`src/rtl/sram_stream_loader_if.sv`:
```
// Bundles the burst-control, SRAM and output-stream signals of the SRAM stream loader.
// The master modport is the loader's view; the slave modport is the surrounding system's view.
interface sram_stream_loader_if #(
   parameter int ADDR_WIDTH = 4,
   parameter int DATA_WIDTH = 8
);
   logic                  start;
   logic [ADDR_WIDTH-1:0] base_addr;
   logic [ADDR_WIDTH:0]   len;
   logic                  busy;
   logic                  done;
   logic                  sram_cs;
   logic                  sram_we;
   logic [ADDR_WIDTH-1:0] sram_addr;
   logic [DATA_WIDTH-1:0] sram_din;
   logic [DATA_WIDTH-1:0] sram_dout;
   logic                  out_valid;
   logic                  out_ready;
   logic [DATA_WIDTH-1:0] out_data;

   modport master (
      input  start, base_addr, len, sram_dout, out_ready,
      output busy, done, sram_cs, sram_we, sram_addr, sram_din, out_valid, out_data
   );

   modport slave (
      output start, base_addr, len, sram_dout, out_ready,
      input  busy, done, sram_cs, sram_we, sram_addr, sram_din, out_valid, out_data
   );
endinterface

```
`src/rtl/sram_stream_loader.sv`:
```
// Reads a burst of consecutive SRAM words (address wraps modulo 2^ADDR_WIDTH) and streams
// them out through a 2-entry FIFO with valid/ready flow control.
module sram_stream_loader #(
   parameter int ADDR_WIDTH = 4,
   parameter int DATA_WIDTH = 8,
   parameter int DEPTH      = 16
) (
   input logic clk,
   input logic rst,
   sram_stream_loader_if.master bus
);
   typedef enum logic [1:0] {IDLE, RUN, FINISH} state_t;

   state_t                state, state_next;
   logic [ADDR_WIDTH-1:0] rd_addr;
   logic [ADDR_WIDTH:0]   issue_left;
   logic [ADDR_WIDTH:0]   deliver_left;
   logic                  inflight;
   logic [DATA_WIDTH-1:0] fifo_mem [2];
   logic                  wr_ptr, rd_ptr;
   logic [1:0]            count;
   logic [ADDR_WIDTH:0]   len_clamped;
   logic                  start_accept, pop, issue, busy, done;

   assign len_clamped  = (bus.len > (ADDR_WIDTH+1)'(DEPTH)) ? (ADDR_WIDTH+1)'(DEPTH) : bus.len;
   assign start_accept = (state == IDLE) && bus.start;
   assign pop          = (count != 2'd0) && bus.out_ready;

   // Issuing only while buffered plus in-flight words, after this cycle's pop, stay <= 1
   // guarantees the capture next cycle always finds room in the 2-entry FIFO.
   assign issue = (state == RUN) && (issue_left != '0) &&
                  (({1'b0, count} + {2'b0, inflight}) <= (3'd1 + {2'b0, pop}));

   always_ff @(posedge clk) begin
      if (rst) state <= IDLE;
      else     state <= state_next;
   end

   always_comb begin
      state_next = state;
      busy       = 1'b0;
      done       = 1'b0;
      case (state)
         IDLE: begin
            if (bus.start) state_next = (len_clamped != '0) ? RUN : FINISH;
         end
         RUN: begin
            busy = 1'b1;
            if (pop && (deliver_left == (ADDR_WIDTH+1)'(1))) state_next = FINISH;
         end
         FINISH: begin
            done       = 1'b1;
            state_next = IDLE;
         end
         default: state_next = IDLE;
      endcase
   end

   // Read pointer/counters, the one-cycle read pipeline stage and the output FIFO.
   always_ff @(posedge clk) begin
      if (rst) begin
         rd_addr      <= '0;
         issue_left   <= '0;
         deliver_left <= '0;
         inflight     <= 1'b0;
         fifo_mem[0]  <= '0;
         fifo_mem[1]  <= '0;
         wr_ptr       <= 1'b0;
         rd_ptr       <= 1'b0;
         count        <= 2'd0;
      end else begin
         if (start_accept) begin
            rd_addr      <= bus.base_addr;
            issue_left   <= len_clamped;
            deliver_left <= len_clamped;
         end else begin
            if (issue) begin
               rd_addr    <= rd_addr + 1'b1;
               issue_left <= issue_left - 1'b1;
            end
            if (pop) deliver_left <= deliver_left - 1'b1;
         end
         inflight <= issue;
         if (inflight) begin
            fifo_mem[wr_ptr] <= bus.sram_dout;
            wr_ptr           <= ~wr_ptr;
         end
         if (pop) rd_ptr <= ~rd_ptr;
         count <= count + {1'b0, inflight} - {1'b0, pop};
      end
   end

   assign bus.busy      = busy;
   assign bus.done      = done;
   assign bus.sram_cs   = issue || inflight;
   assign bus.sram_we   = 1'b0;
   assign bus.sram_din  = '0;
   assign bus.sram_addr = issue ? rd_addr : '0;
   assign bus.out_valid = (count != 2'd0);
   assign bus.out_data  = (count != 2'd0) ? fifo_mem[rd_ptr] : '0;
endmodule

```
`src/flat_wrapper.sv`:
```
// flat-port wrapper written by rule: the top's interface ports become plain ports
module sram_stream_loader_flat 
#(
   parameter int ADDR_WIDTH = 4,
   parameter int DATA_WIDTH = 8,
   parameter int DEPTH      = 16
)
  (clk, rst, bus_start, bus_base_addr, bus_len, bus_sram_dout, bus_out_ready, bus_busy, bus_done, bus_sram_cs, bus_sram_we, bus_sram_addr, bus_sram_din, bus_out_valid, bus_out_data);
  sram_stream_loader_if #(.ADDR_WIDTH(ADDR_WIDTH), .DATA_WIDTH(DATA_WIDTH)) bus_i ();
  input logic clk;
  input logic rst;
  input wire logic [$bits(bus_i.start)-1:0] bus_start;
  input wire logic [$bits(bus_i.base_addr)-1:0] bus_base_addr;
  input wire logic [$bits(bus_i.len)-1:0] bus_len;
  input wire logic [$bits(bus_i.sram_dout)-1:0] bus_sram_dout;
  input wire logic [$bits(bus_i.out_ready)-1:0] bus_out_ready;
  output wire logic [$bits(bus_i.busy)-1:0] bus_busy;
  output wire logic [$bits(bus_i.done)-1:0] bus_done;
  output wire logic [$bits(bus_i.sram_cs)-1:0] bus_sram_cs;
  output wire logic [$bits(bus_i.sram_we)-1:0] bus_sram_we;
  output wire logic [$bits(bus_i.sram_addr)-1:0] bus_sram_addr;
  output wire logic [$bits(bus_i.sram_din)-1:0] bus_sram_din;
  output wire logic [$bits(bus_i.out_valid)-1:0] bus_out_valid;
  output wire logic [$bits(bus_i.out_data)-1:0] bus_out_data;
  assign bus_i.start = bus_start;
  assign bus_i.base_addr = bus_base_addr;
  assign bus_i.len = bus_len;
  assign bus_i.sram_dout = bus_sram_dout;
  assign bus_i.out_ready = bus_out_ready;
  assign bus_busy = bus_i.busy;
  assign bus_done = bus_i.done;
  assign bus_sram_cs = bus_i.sram_cs;
  assign bus_sram_we = bus_i.sram_we;
  assign bus_sram_addr = bus_i.sram_addr;
  assign bus_sram_din = bus_i.sram_din;
  assign bus_out_valid = bus_i.out_valid;
  assign bus_out_data = bus_i.out_data;
  sram_stream_loader #(.ADDR_WIDTH(ADDR_WIDTH), .DATA_WIDTH(DATA_WIDTH), .DEPTH(DEPTH)) u_core (.clk(clk), .rst(rst), .bus(bus_i));
endmodule
```
`config.mk`:
```
export PLATFORM = sky130hd
export DESIGN_NAME = sram_stream_loader_flat
export DESIGN_NICKNAME = d
export VERILOG_FILES = /design/src/rtl/sram_stream_loader_if.sv /design/src/rtl/sram_stream_loader.sv /design/src/flat_wrapper.sv
export SDC_FILE = /design/constraint.sdc
export NUM_CORES = 1
export LEC_CHECK = 0
export CAP_MARGIN = 25
export CORE_ASPECT_RATIO = 1.25
export CORE_MARGIN = 1
export CORE_UTILIZATION = 45
export DETAILED_ROUTE_END_ITERATION = 6
export PLACE_DENSITY_LB_ADDON = 0.3
export SLEW_MARGIN = 20
export SYNTH_ARGS = -nofsm -noshare
export SYNTH_HDL_FRONTEND = slang
export SYNTH_SLANG_ARGS = --single-unit
```
`constraint.sdc`:
```
create_clock -name clk -period 3.3 [get_ports clk]
set_input_delay 0.66 -clock clk [delete_from_list [all_inputs] [get_ports clk]]
set_output_delay 0.66 -clock clk [all_outputs]
set_load 0.01 [all_outputs]
```
==> flow_metrics.tcl, run 1 <==
set metrics [dict create \
    maxSlewViolCount 0 \
    clockRootBuffer "clkbuf_8" \
    netlist-cell-type-count 48 \
    clk_latency_ps 290 \
    core_area_um2 4392 \
    swShare_pct 32.68 \
    maxCapViolations 0 \
    initial_core_util_pct 46.92 \
    avgSynthCellArea_um2 10.10 \
    grt_setup_unrepaired "no" \
    fin_total_pwr_mw 1.410 \
    grt_first_pass_wirelength_um 6603 \
    skew_ps 4.077 \
    seqPwrFrac_pct 43.4 \
    path_class "input pin to primary output" \
    via_per_inst 5.046 \
    syn_inst 204 \
    ys.warnings.count 0 \
    setup-violations-final 0 \
    min_period_ps 3202 \
    drt_wl_total_um 3905 \
    cp-end-kind "primary output" \
    synth_area_um2 2061 \
    mostFrequentLayoutCells "clkdlybuf4s50_1 (30), nor2_1 (21), dfxtp_1 (21)" \
    status "complete, no violations" \
    whs_ps 522.2 \
    fmax_mhz 312.3 \
    p_int_mw 0.9495 \
    num_io_pins 46 \
    cp.arrival_ps 2540 \
    dp_hpwl_um 2822 \
    drc_errors 0 \
    clock_sinks 38 \
    grt-ovfl-total 0 \
    async_flop_share_pct 0 \
    die_y_um 77.66 \
    synthFlopType "dfxtp_1" \
    finalHoldViolCount 0 \
    final_util_pct 58.15 \
    nNetsFinal 277 \
    cts_tree "built" \
    grt_max_degree 24 \
    synth_edf_count 16 \
    worst_pin_slew_ps 909.1 \
    comb_power_share_pct 34.6 \
    period_share_pct 97.02 \
    cts_max_level 2 \
    postLayoutSetupSlackWorst_ps 98.26 \
    ant_nets 0 \
    antennaDiodeCount 0 \
    drt_iter0_markers 20 \
    hold_class "flip-flop to flip-flop" \
    post_drt_wl_per_cell_um 12.85 \
    antenna_found_initial 0 \
    final_common_cell "clkdlybuf4s50_1" \
    die_area_um2 4856 \
    dp_worst_setup_slack_ps -509.8 \
    p_switching_mw 0.4609 \
    drive_above_1_share_pct 10.57 \
    p_per_area_nw_per_um2 552.3 \
    grt_use_total_pct 17.66 \
    cp_max_fo 8 \
    die_w_um 62.53 \
    p_leak_nw 1.026 \
    vdd_drop_max_v 0.0002815 \
    numPortBuffers 36 \
    syn2layout_area_growth_pct 23.92 \
    firstDrtPassIters 4 \
    grt_pass1_vias 1485 \
    num_vias 1534 \
    cts_buffer_depth 2 \
    synth-seq-cells 38 \
    max_slew_margin_pct 39.26 \
    row_count 27 \
    cts_made_buffers 5 \
    required_ps 2640 \
    clockPowerShare_pct 22.0 \
    clkTransAtPathRegs_ps 70 \
    startpoint_type "input pin" \
    gp_congestion 0.7370 \
    seq_area_frac_synth_pct 44.69 \
]
stage by stage:
| step | TNS, ps | cell area [um^2] | cells |
|---|---|---|---|
| floorplan | 0 | 2091 | 212 |
| global placement | -1926 | 2460 | 295 |
| detailed placement | -2092 | 2460 | 295 |
| CTS | 0 | 2556 | 304 |
| global route | 0 | 2554 | 304 |
| finish | 0 | 2554 | 304 |
worst paths after layout:
check | start | end | slack [ps] | cells past startpoint
worst max-delay path | bus_out_ready | bus_sram_addr[2] | 100 | 8
worst min-delay path | u_core.issue_left[0] | u_core.issue_left[0] | 520 | 1
worst max register to register | u_core.count[0] | u_core.rd_addr[2] | 910 | 8
worst min register to register | u_core.issue_left[0] | u_core.issue_left[0] | 520 | 1
routing by layer:
layer	routed length, um	track usage, %	vias to the layer above
met1	1702	19.63	717
met4	25	6.279	0
met3	132	4.118	2
li1	-	-	778
met2	2044	32.39	37
met5	0	0	-
registers in the layout, indices dropped and copies added (netlist names), named ones only:
signal               count
u_core.count             2
u_core.rd_ptr            1
u_core.state             2
u_core.inflight          1
u_core.rd_addr           4
u_core.fifo_mem         16
u_core.deliver_left      5
u_core.wr_ptr            1
u_core.issue_left        5
critical path, cell delays in order:
cell,delay (ps)
dlygate4sd2_1,250
o21ai_2,70
inv_2,60
fa_1,510
o31a_1,270
o211a_4,280
and2_1,160
dlygate4sd2_1,280
power by group through the flow:
stage               combinational, mW  sequential, mW  clock (mW)
floorplan                       0.338           0.595           0
global placement                0.471           0.618           0
detailed placement              0.485           0.620           0
CTS                             0.494           0.611       0.318
global route                    0.550           0.622       0.333
finish                          0.488           0.612       0.310
cells by family (layout without fill, tap and decap cells):
logic type	after synthesis	count (layout)	share of synthesized area, %
AO/OA/AOI/OAI	30	30	11.11
flip-flops	38	38	44.69
adder cells (fa/ha/maj)	11	11	7.043
other	1	9	0.1820
XOR/XNOR	8	8	3.400
buffers and inverters	27	61	6.921
multiplexers	9	9	4.372
AND/OR/NAND/NOR	80	80	22.28
layout make-up:
type / instances / area (um^2)
repair buffers: 42 / 394.1
inverters: 11 / 41.29
multi-input cells: 147 / 1039
fillers: 407 / 1838
flip-flops and latches: 38 / 922.1
clock inverters: 3 / 16.27
clock buffers: 5 / 68.82
well taps: 58 / 72.57
what timing repair did:
item	CTS	global route
resized for setup	9	3
pin swaps	2	2
endpoints found under the setup margin	5	1
hold buffers	0	0
buffers inserted	1	0
cells in the mapped netlist (6+ instances only):
cell type	number	area share (%)
ha_1	10	6.1
buf_4	9	3.3
mux2i_1	9	4.4
edfxtp_1	16	23
nor2_1	21	3.8
nor3_1	7	1.7
a21oi_1	7	1.7
and2_1	20	6.1
xnor2_1	6	2.6
dfxtp_1	22	21
clkbuf_1	6	1.1
inv_1	10	1.8
Power figures use the tool's default switching activity.
==> inputs of run 2 (changes only) <==
--- a/config.mk
+++ b/config.mk
@@ -8,7 +8,7 @@
 export CAP_MARGIN = 25
 export CORE_ASPECT_RATIO = 1.25
 export CORE_MARGIN = 1
-export CORE_UTILIZATION = 45
+export CORE_UTILIZATION = 50
 export DETAILED_ROUTE_END_ITERATION = 6
 export PLACE_DENSITY_LB_ADDON = 0.3
 export SLEW_MARGIN = 20
==> run 2 against run 1 <==
Non-clock buffer count increased by 13. Global-route usage increased by 4.0 points. Worst hold slack got worse by 5.4 ps. Setup slack improved by 53 ps. Combinational power increased by 17%. First-iteration DRC count increased to 2.8 times the previous value. Final area increased by 5.7%. Wire length increased by 8.4%. Critical path depth increased by 1. Register-to-register slack got worse by 610 ps. Critical path type unchanged. Largest cell class unchanged.
==> flow_metrics.tcl, run 2 (synthesized netlist as in run 1, its figures left out) <==
set metrics [dict create \
    ant_nets 0 \
    drc_errors 0 \
    drive_above_1_share_pct 16.99 \
    antennaDiodeCount 0 \
    multi_input_area_um2 1044 \
    post_drt_wl_per_cell_um 13.52 \
    cts_hold_buf 0 \
    period_share_pct 95.41 \
    required_ps 2640 \
    cts_buffer_depth 2 \
    grt_use_total_pct 21.65 \
    gp_congestion 0.7314 \
    ff2ff_setup_slack_ps 300 \
    num_io_pins 46 \
    seqPwrFrac_pct 37.0 \
    startpoint_type "input pin" \
    grt_pass1_vias 1573 \
    regMostFlops "u_core.fifo_mem" \
    maxSlewViolCount 0 \
    clockRootBuffer "clkbuf_8" \
    cp.arrival_ps 2490 \
    initial_core_util_pct 53.13 \
    clockPowerShare_pct 28.6 \
    die_y_um 73.78 \
    core_area_um2 3879 \
    min_period_ps 3149 \
    cp-end-kind "primary output" \
    grt_first_pass_wirelength_um 6844 \
    cts_made_buffers 5 \
    final_common_cell "clkdlybuf4s50_1" \
    mostFrequentLayoutCells "clkdlybuf4s50_1 (30), dfxtp_1 (22), nor2_1 (21)" \
    nNetsFinal 290 \
    path_class "input pin to primary output" \
    whs_ps 516.8 \
    worst_pin_slew_ps 730.9 \
    swShare_pct 29.65 \
    grt-ovfl-total 0 \
    vdd_drop_max_v 0.0003378 \
    hold_class "flip-flop to flip-flop" \
    firstDrtPassIters 4 \
    skew_ps 6.446 \
    reg.largest.list "u_core.fifo_mem: 16 flops, u_core.deliver_left: 5 flops, u_core.issue_left: 5 flops" \
    grt_max_degree 19 \
    via_per_inst 5.188 \
    max_slew_margin_pct 50.90 \
    largest_register_ffs 16 \
    drt_iter0_markers 56 \
    maxCapViolations 0 \
    syn2layout_area_growth_pct 31.03 \
    grt_setup_unrepaired "no" \
    clkTransAtPathRegs_ps 70 \
    final_util_pct 69.61 \
    status "complete, no violations" \
    cts_tree "built" \
    p_leak_nw 1.118 \
    clk_latency_ps 300 \
    fin_total_pwr_mw 1.654 \
    seqCellArea_um2 920.9 \
    fillers 308 \
    drt_wl_total_um 4232 \
    die_area_um2 4384 \
    cp_max_fo 11 \
    tns_ps 0 \
    finalHoldViolCount 0 \
    fmax_mhz 317.6 \
    p_int_mw 1.164 \
    die_w_um 59.42 \
    clock_sinks 38 \
    num_vias 1624 \
    antenna_found_initial 0 \
    cts_max_level 2 \
    p_per_area_nw_per_um2 612.7 \
    setup-violations-final 0 \
    comb_power_share_pct 34.4 \
    numPortBuffers 36 \
    p_switching_mw 0.4906 \
    dp_hpwl_um 2908 \
    row_count 25 \
]
==> run 2: cell types whose count changed in the layout (fill, tap and decap cells not counted), moves of 2 or more <==
cell,delta
buf_2,+5
buf_4,+12
dlygate4sd2_1,-4
bufinv_16,+2
==> run 2: power groups by stage <==
| stage | combinational, mW | sequential (mW) | clock (mW) |
|---|---|---|---|
| after floorplan | 0.338 | 0.595 | 0 |
| after global placement | 0.478 | 0.618 | 0 |
| after detailed placement | 0.495 | 0.621 | 0 |
| after CTS | 0.566 | 0.612 | 0.479 |
| after global routing | 0.629 | 0.621 | 0.498 |
| final | 0.569 | 0.612 | 0.473 |
==> run 2: cell type report <==
class                   count  area share (%)
inverters                  11           1.529
clock buffers               5           2.549
multi-input cells         147           38.65
flip-flops and latches     38           34.11
repair buffers             55           18.12
clock inverters             3           2.549
well taps                  54           2.502
==> run 2: worst max-delay path, stage by stage <==
cell and delay (ps):
dlygate4sd2_1 240, o21ai_2 80, inv_2 70, fa_1 460, o31a_1 310, o211a_4 250, buf_12 140, and2_1 150
buf_2 130
==> run 2: per-layer routing <==
metal | global-route usage, % | share of wire, % | vias up
met5 | 0 | 0 | -
met4 | 9.788 | 2.5 | 0
met3 | 5.282 | 4.3 | 11
met2 | 39.58 | 53 | 53
met1 | 22.85 | 40 | 754
li1 | - | - | 806
==> run 2: timing repair <==
| action | 4_1_cts | 5_1_grt |
|---|---|---|
| endpoints found under the setup margin | 5 | 0 |
| buffers inserted | 12 | 0 |
| gates resized for setup | 25 | 0 |
==> run 2: path summary, 6_finish.rpt <==
| check | end | start | cells past startpoint |
|---|---|---|---|
| worst max-delay path | bus_sram_addr[1] | bus_out_ready | 9 |
| worst min-delay path | u_core.issue_left[0] | u_core.issue_left[0] | 1 |
| worst max register to register | u_core.count[1] | u_core.count[1] | 19 |
| worst min register to register | u_core.issue_left[0] | u_core.issue_left[0] | 1 |
==> run 2: metrics by stage <==
step	instances	cell area, um^2	setup WS, ps
floorplan	212	2091	194.1
global placement	293	2482	-422.9
detailed placement	293	2482	-458.2
CTS	313	2700	167.8
global route	313	2700	46.65
finish	313	2700	151.3
==> inputs of run 3 (changes only) <==
--- a/config.mk
+++ b/config.mk
@@ -5,7 +5,7 @@
 export SDC_FILE = /design/constraint.sdc
 export NUM_CORES = 1
 export LEC_CHECK = 0
-export CAP_MARGIN = 25
+export CAP_MARGIN = 20
 export CORE_ASPECT_RATIO = 1.25
 export CORE_MARGIN = 1
 export CORE_UTILIZATION = 50
==> results of run 3 <==
Same layout as run 2: the final DEF is identical, and so are final timing and power.
